$ cat config.mk
export PLATFORM = sky130hd
export DESIGN_NAME = ro_meas_ctrl_flat
export DESIGN_NICKNAME = d
export VERILOG_FILES = /design/src/rtl/ro_meas_ctrl_if.sv /design/src/rtl/ro_meas_ctrl.sv /design/src/flat_wrapper.sv
export SDC_FILE = /design/constraint.sdc
export NUM_CORES = 1
export LEC_CHECK = 0
export ABC_AREA = 1
export CAP_MARGIN = 10
export CORE_MARGIN = 2
export CORE_UTILIZATION = 43
export DETAILED_ROUTE_END_ITERATION = 12
export PLACE_DENSITY = 0.62
export SLEW_MARGIN = 10
export SYNTH_ARGS = -nofsm -noshare
export SYNTH_HDL_FRONTEND = slang
export SYNTH_SLANG_ARGS = --single-unit
$ cat constraint.sdc
create_clock -name clk -period 6.9 [get_ports clk]
set_input_delay 1.38 -clock clk [delete_from_list [all_inputs] [get_ports clk]]
set_output_delay 1.38 -clock clk [all_outputs]
set_load 0.01 [all_outputs]
$ cat src/rtl/ro_meas_ctrl_if.sv
// rtl/ro_meas_ctrl_if.sv - pin-side signal bundle of the ring-oscillator measurement sequencer
interface ro_meas_ctrl_if #(
    parameter int GATE_W = 16,
    parameter int CNT_W  = 16
);
    logic              start;
    logic [GATE_W-1:0] gate_len;
    logic              cont_mode;
    logic              ro_in;
    logic              ro_en;
    logic              busy;
    logic              done;
    logic              valid;
    logic [CNT_W-1:0]  count;
    logic              ovf;

    modport master (
        output start, gate_len, cont_mode, ro_in,
        input  ro_en, busy, done, valid, count, ovf
    );

    modport slave (
        input  start, gate_len, cont_mode, ro_in,
        output ro_en, busy, done, valid, count, ovf
    );
endinterface

$ cat src/rtl/ro_meas_ctrl.sv
// rtl/ro_meas_ctrl.sv - ring-oscillator settle/gate/count/publish sequencer
// Optional continuous re-measure: define RO_CONT_EN.
module ro_meas_ctrl #(
    parameter int CNT_W         = 16,
    parameter int GATE_W        = 16,
    parameter int SETTLE_CYCLES = 16
) (
    input logic          clk,
    input logic          rst,
    ro_meas_ctrl_if.slave bus
);
    localparam int SET_W = $clog2(SETTLE_CYCLES + 1);
    localparam logic [SET_W-1:0] SET_LAST = SET_W'(SETTLE_CYCLES - 1);

    typedef enum logic [1:0] {IDLE, SETTLE, GATE, PUBLISH} state_t;

    state_t            state_q;
    logic [2:0]        sync_q;
    logic [SET_W-1:0]  settle_cnt_q;
    logic [GATE_W-1:0] gate_cnt_q;
    logic [GATE_W-1:0] gate_len_q;
    logic [CNT_W-1:0]  edge_cnt_q, edge_cnt_d;
    logic              ovf_acc_q, ovf_acc_d;
    logic              ro_en_q, busy_q, done_q, valid_q, ovf_q;
    logic [CNT_W-1:0]  count_q;
    logic [GATE_W-1:0] gate_len_eff;
    logic              ro_rise;

    // A sub-clk/2 oscillator is assumed; faster inputs alias in the synchronizer.
    assign ro_rise      = sync_q[1] & ~sync_q[2];
    assign gate_len_eff = (bus.gate_len == '0) ? GATE_W'(1) : bus.gate_len;

    always_comb begin
        edge_cnt_d = edge_cnt_q;
        ovf_acc_d  = ovf_acc_q;
        if (state_q == GATE && ro_rise) begin
            if (&edge_cnt_q) ovf_acc_d  = 1'b1;
            else             edge_cnt_d = edge_cnt_q + CNT_W'(1);
        end
    end

`ifndef RO_CONT_EN
    logic cont_mode_unused;
    assign cont_mode_unused = bus.cont_mode;
`endif

    always_ff @(posedge clk or posedge rst) begin
        if (rst) begin
            state_q      <= IDLE;
            sync_q       <= '0;
            settle_cnt_q <= '0;
            gate_cnt_q   <= '0;
            gate_len_q   <= '0;
            edge_cnt_q   <= '0;
            ovf_acc_q    <= 1'b0;
            ro_en_q      <= 1'b0;
            busy_q       <= 1'b0;
            done_q       <= 1'b0;
            valid_q      <= 1'b0;
            count_q      <= '0;
            ovf_q        <= 1'b0;
        end else begin
            sync_q <= {sync_q[1:0], bus.ro_in};
            done_q <= 1'b0;
            case (state_q)
                IDLE: begin
                    if (bus.start) begin
                        state_q      <= SETTLE;
                        gate_len_q   <= gate_len_eff;
                        valid_q      <= 1'b0;
                        ovf_q        <= 1'b0;
                        edge_cnt_q   <= '0;
                        ovf_acc_q    <= 1'b0;
                        settle_cnt_q <= '0;
                        busy_q       <= 1'b1;
                        ro_en_q      <= 1'b1;
                    end
                end
                SETTLE: begin
                    if (settle_cnt_q == SET_LAST) begin
                        state_q    <= GATE;
                        gate_cnt_q <= '0;
                    end else begin
                        settle_cnt_q <= settle_cnt_q + SET_W'(1);
                    end
                end
                GATE: begin
                    edge_cnt_q <= edge_cnt_d;
                    ovf_acc_q  <= ovf_acc_d;
                    // Result is registered on the last gate edge so count is valid alongside done.
                    if (gate_cnt_q == gate_len_q - GATE_W'(1)) begin
                        state_q <= PUBLISH;
                        ro_en_q <= 1'b0;
                        done_q  <= 1'b1;
                        count_q <= edge_cnt_d;
                        ovf_q   <= ovf_acc_d;
                        valid_q <= 1'b1;
                    end else begin
                        gate_cnt_q <= gate_cnt_q + GATE_W'(1);
                    end
                end
                PUBLISH: begin
`ifdef RO_CONT_EN
                    if (bus.cont_mode) begin
                        state_q      <= SETTLE;
                        gate_len_q   <= gate_len_eff;
                        edge_cnt_q   <= '0;
                        ovf_acc_q    <= 1'b0;
                        settle_cnt_q <= '0;
                        ro_en_q      <= 1'b1;
                    end else begin
                        state_q <= IDLE;
                        busy_q  <= 1'b0;
                    end
`else
                    state_q <= IDLE;
                    busy_q  <= 1'b0;
`endif
                end
                default: state_q <= IDLE;
            endcase
        end
    end

    assign bus.ro_en = ro_en_q;
    assign bus.busy  = busy_q;
    assign bus.done  = done_q;
    assign bus.valid = valid_q;
    assign bus.count = count_q;
    assign bus.ovf   = ovf_q;
endmodule

$ cat src/flat_wrapper.sv
// flat-port wrapper written by rule: the top's interface ports become plain ports
module ro_meas_ctrl_flat 
#(
    parameter int CNT_W         = 16,
    parameter int GATE_W        = 16,
    parameter int SETTLE_CYCLES = 16
)
  (clk, rst, bus_start, bus_gate_len, bus_cont_mode, bus_ro_in, bus_ro_en, bus_busy, bus_done, bus_valid, bus_count, bus_ovf);
  ro_meas_ctrl_if #(.GATE_W(GATE_W), .CNT_W(CNT_W)) bus_i ();
  input logic clk;
  input logic rst;
  input wire logic [$bits(bus_i.start)-1:0] bus_start;
  input wire logic [$bits(bus_i.gate_len)-1:0] bus_gate_len;
  input wire logic [$bits(bus_i.cont_mode)-1:0] bus_cont_mode;
  input wire logic [$bits(bus_i.ro_in)-1:0] bus_ro_in;
  output wire logic [$bits(bus_i.ro_en)-1:0] bus_ro_en;
  output wire logic [$bits(bus_i.busy)-1:0] bus_busy;
  output wire logic [$bits(bus_i.done)-1:0] bus_done;
  output wire logic [$bits(bus_i.valid)-1:0] bus_valid;
  output wire logic [$bits(bus_i.count)-1:0] bus_count;
  output wire logic [$bits(bus_i.ovf)-1:0] bus_ovf;
  assign bus_i.start = bus_start;
  assign bus_i.gate_len = bus_gate_len;
  assign bus_i.cont_mode = bus_cont_mode;
  assign bus_i.ro_in = bus_ro_in;
  assign bus_ro_en = bus_i.ro_en;
  assign bus_busy = bus_i.busy;
  assign bus_done = bus_i.done;
  assign bus_valid = bus_i.valid;
  assign bus_count = bus_i.count;
  assign bus_ovf = bus_i.ovf;
  ro_meas_ctrl #(.CNT_W(CNT_W), .GATE_W(GATE_W), .SETTLE_CYCLES(SETTLE_CYCLES)) u_core (.clk(clk), .rst(rst), .bus(bus_i));
endmodule
==> qor.csv <==
metric;value;unit
clockBufferDepth;2;
synth_enable_flop_cells;0;
port_buffers;40;
clock_power_share;20.0;%
via_count;4105;
die_area;11800;µm²
synthFlopType;dfrtp_1;
die_w;109;µm
layout_min_cycle_time;2.85;ns
multi_input_area;2420;µm²
grt_overflow;0;
hpwl;8110;µm
die_h;109;µm
ir_worst_vdd;136;µV
cap_violations;0;
p_leak;2.51;nW
place_congestion;0.866;
switchingPower;775;µW
swShare;43.6;%
dr.pass1.iters;4;
slowest_delay;0.49;ns
avgSynthCellArea;7.36;µm²
path_cells;clkdlybuf4s50_1 -> nand2_1 -> inv_1 -> o21ai_0 -> inv_1;
critPathTopFamily;buffers and inverters;
hp-class;reg -> reg;
viasPerCell;4.96;
crit_arrival;3.10;ns
track_usage;20.3;%
ctsRootBufferMaster;clkbuf_8;
nets;712;
cts_buffers;9;
path_common_cell;inv_1;
initialDrtViolationCount;223;
antenna_found_initial;0;
worst-path-buf-inv;3;
coreArea;10700;µm²
cp.required;7.14;ns
ctsHoldBuffers;0;
cp_max_fo;23;
maxSlewViolCount;0;
endpoint_kind;flop;
max_freq;351;MHz
comb_power_share;42.1;%
htree_levels;3;
hold_violations;0;
fin_area;5450;µm²
grt_pass1_vias;4117;
min_period_over_period;41.3;%
fin_skew;0.00940;ns
setup-tns-final;0;ns
start_util;43.8;%
synthDistinctLibCells;34;
cts_setup_buffers;0;
syn2layout_area_growth;15.6;%
slew_headroom;31.6;%
placementRows;38;
syn-num-nets;670;
cts_resized;0;
seqCellArea;2000;µm²
post_dp_cell_area;5250;µm²
p_per_area;326;nW/µm²
async_reset_ff_share;100;%
cts_tree;yes;
p_int;1.00;mW
rsz0062_at_grt;no;
clk_latency;0.36;ns
cp_slowest_cell;inv_1;
synth_seq_cells;80;
cts.clk_slew.worst_paths;0.07;ns
seq_area_frac_synth;42.5;%
setup_viol;0;
yosys_warnings;0;
cp-start-kind;primary input;
antenna_cells;0;
drive_gt1_share;5.39;%
worst_hold_slack;0.354;ns
ant_nets;0;
nFillCells;1062;
avgRoutedWirePerCell;13.4;µm
seq_power_share;37.9;%
io_pins;42;
finalWirelength;11100;µm
netlist_instances;640;
synth.cell_area;4710;µm²
grt_pass1_wl;19000;µm
cts.sinks;80;
reg2reg_setup_slack;4.16;ns
drc;0;
grt_max_degree;81;
tightest_slew;1.03;ns
status;completed;
crit_type;in -> reg;
## power by group through the flow
stage / registers [mW] / clock network, mW / logic (mW)
6_report: 0.673 / 0.356 / 0.748
5_1_grt: 0.688 / 0.389 / 0.857
4_1_cts: 0.672 / 0.367 / 0.751
3_5_place_dp: 0.680 / 0 / 0.748
3_3_place_gp: 0.680 / 0 / 0.733
2_1_floorplan: 0.654 / 0 / 0.571
## layer usage
layer,vias up,part of all wire [%],GRT usage [%]
li1,2120,-,-
met1,1919,48,26.1
met2,55,48,34.1
met3,11,3.1,4.00
met4,0,1.6,7.14
met5,-,0,0
## state kept, by name (all words and copies together), names as in the netlist, 2 cells and up
| name | cells |
|---|---|
| u_core.gate_cnt_q | 16 |
| u_core.sync_q | 3 |
| u_core.edge_cnt_q | 16 |
| u_core.gate_len_q | 16 |
| u_core.bus.count | 16 |
| u_core.state_q | 2 |
| u_core.settle_cnt_q | 5 |
## cells in the mapped netlist (2+ instances only)
library cell,n,share of area [%]
nand3_1,47,5.0
nand3b_1,5,0.80
or2_2,4,0.53
nor2_2,4,0.53
nor3_1,8,0.85
o21ai_1,11,1.2
nor4_1,4,0.53
inv_2,3,0.24
o21ai_0,26,2.8
buf_2,2,0.21
nand2_1,221,18
ha_1,9,2.4
xor2_1,31,5.8
inv_1,56,4.5
o22ai_1,9,1.2
nor3b_1,4,0.64
nand3_4,2,0.74
clkbuf_1,7,0.56
buf_4,2,0.32
nor2_1,69,5.5
nor2_4,2,0.48
nand4_1,10,1.3
dfrtp_1,80,43
a21oi_1,6,0.64
xnor2_1,9,1.7
## worst register-to-register path, stage by stage, from the launching register on
cell	delay [ns]
dfrtp_1	0.42
inv_1	0.10
ha_1	0.40
clkinv_1	0.58
nor2_1	0.60
inv_1	0.33
o21ai_0	0.24
## cells by family (layout without fill, tap and decap cells)
logic type                 after synthesis  in the layout  share of synthesized area, %
buffers and inverters                   72            119                          6.11
and+or+nand+nor                        385            385                          35.4
xor gates and xnor gates                40             40                          7.44
adders and majority gates                9              9                          2.39
AOI/OAI and AO/OA                       54             54                          6.11
DFF                                     80             80                          42.5
## cell type report
type	instances	area share (%)
clock inverters	3	0.735
repair buffers	43	7.77
clock buffers	13	2.92
multi-input cells	488	44.4
well taps	140	3.22
inverters	60	4.16
flip-flops and latches	80	36.8
## stage by stage
stage	cells	setup WS [ns]	power [mW]	utilization (%)
floorplan	640	3.47	1.22	-
CTS	827	4.05	1.79	50.7
global placement	811	3.72	1.41	48.8
global route	827	3.85	1.93	50.7
detailed placement	811	3.67	1.43	48.8
finish	827	4.05	1.78	50.7
## layout by cell type (no fill, tap or decap), drive strengths merged
master           n
nand4           10
nand3           49
inv             58
nor3             8
clkbuf          13
clkinv           4
a21oi            7
nand3b           5
or2              5
o22ai            9
nor4             5
nor3b            4
nand2          223
o21ai           37
nand2b           1
xor2            31
clkdlybuf4s50   40
nor2            75
buf              3
bufinv           1
a22oi            1
ha               9
dfrtp           80
xnor2            9
## final timing paths
| path | start | to | cells after the start |
|---|---|---|---|
| max in group asynchronous | rst | u_core.gate_len_q[13] | 3 |
| hold / removal | u_core.sync_q[0] | u_core.sync_q[1] | 0 |
| min in group asynchronous | rst | u_core.settle_cnt_q[1] | 3 |
| setup reg to reg | u_core.state_q[0] | u_core.edge_cnt_q[3] | 6 |
| hold reg to reg | u_core.sync_q[0] | u_core.sync_q[1] | 0 |
| setup / recovery | bus_start | u_core.bus.busy | 5 |
No activity file was read; power rests on OpenSTA's default activity.
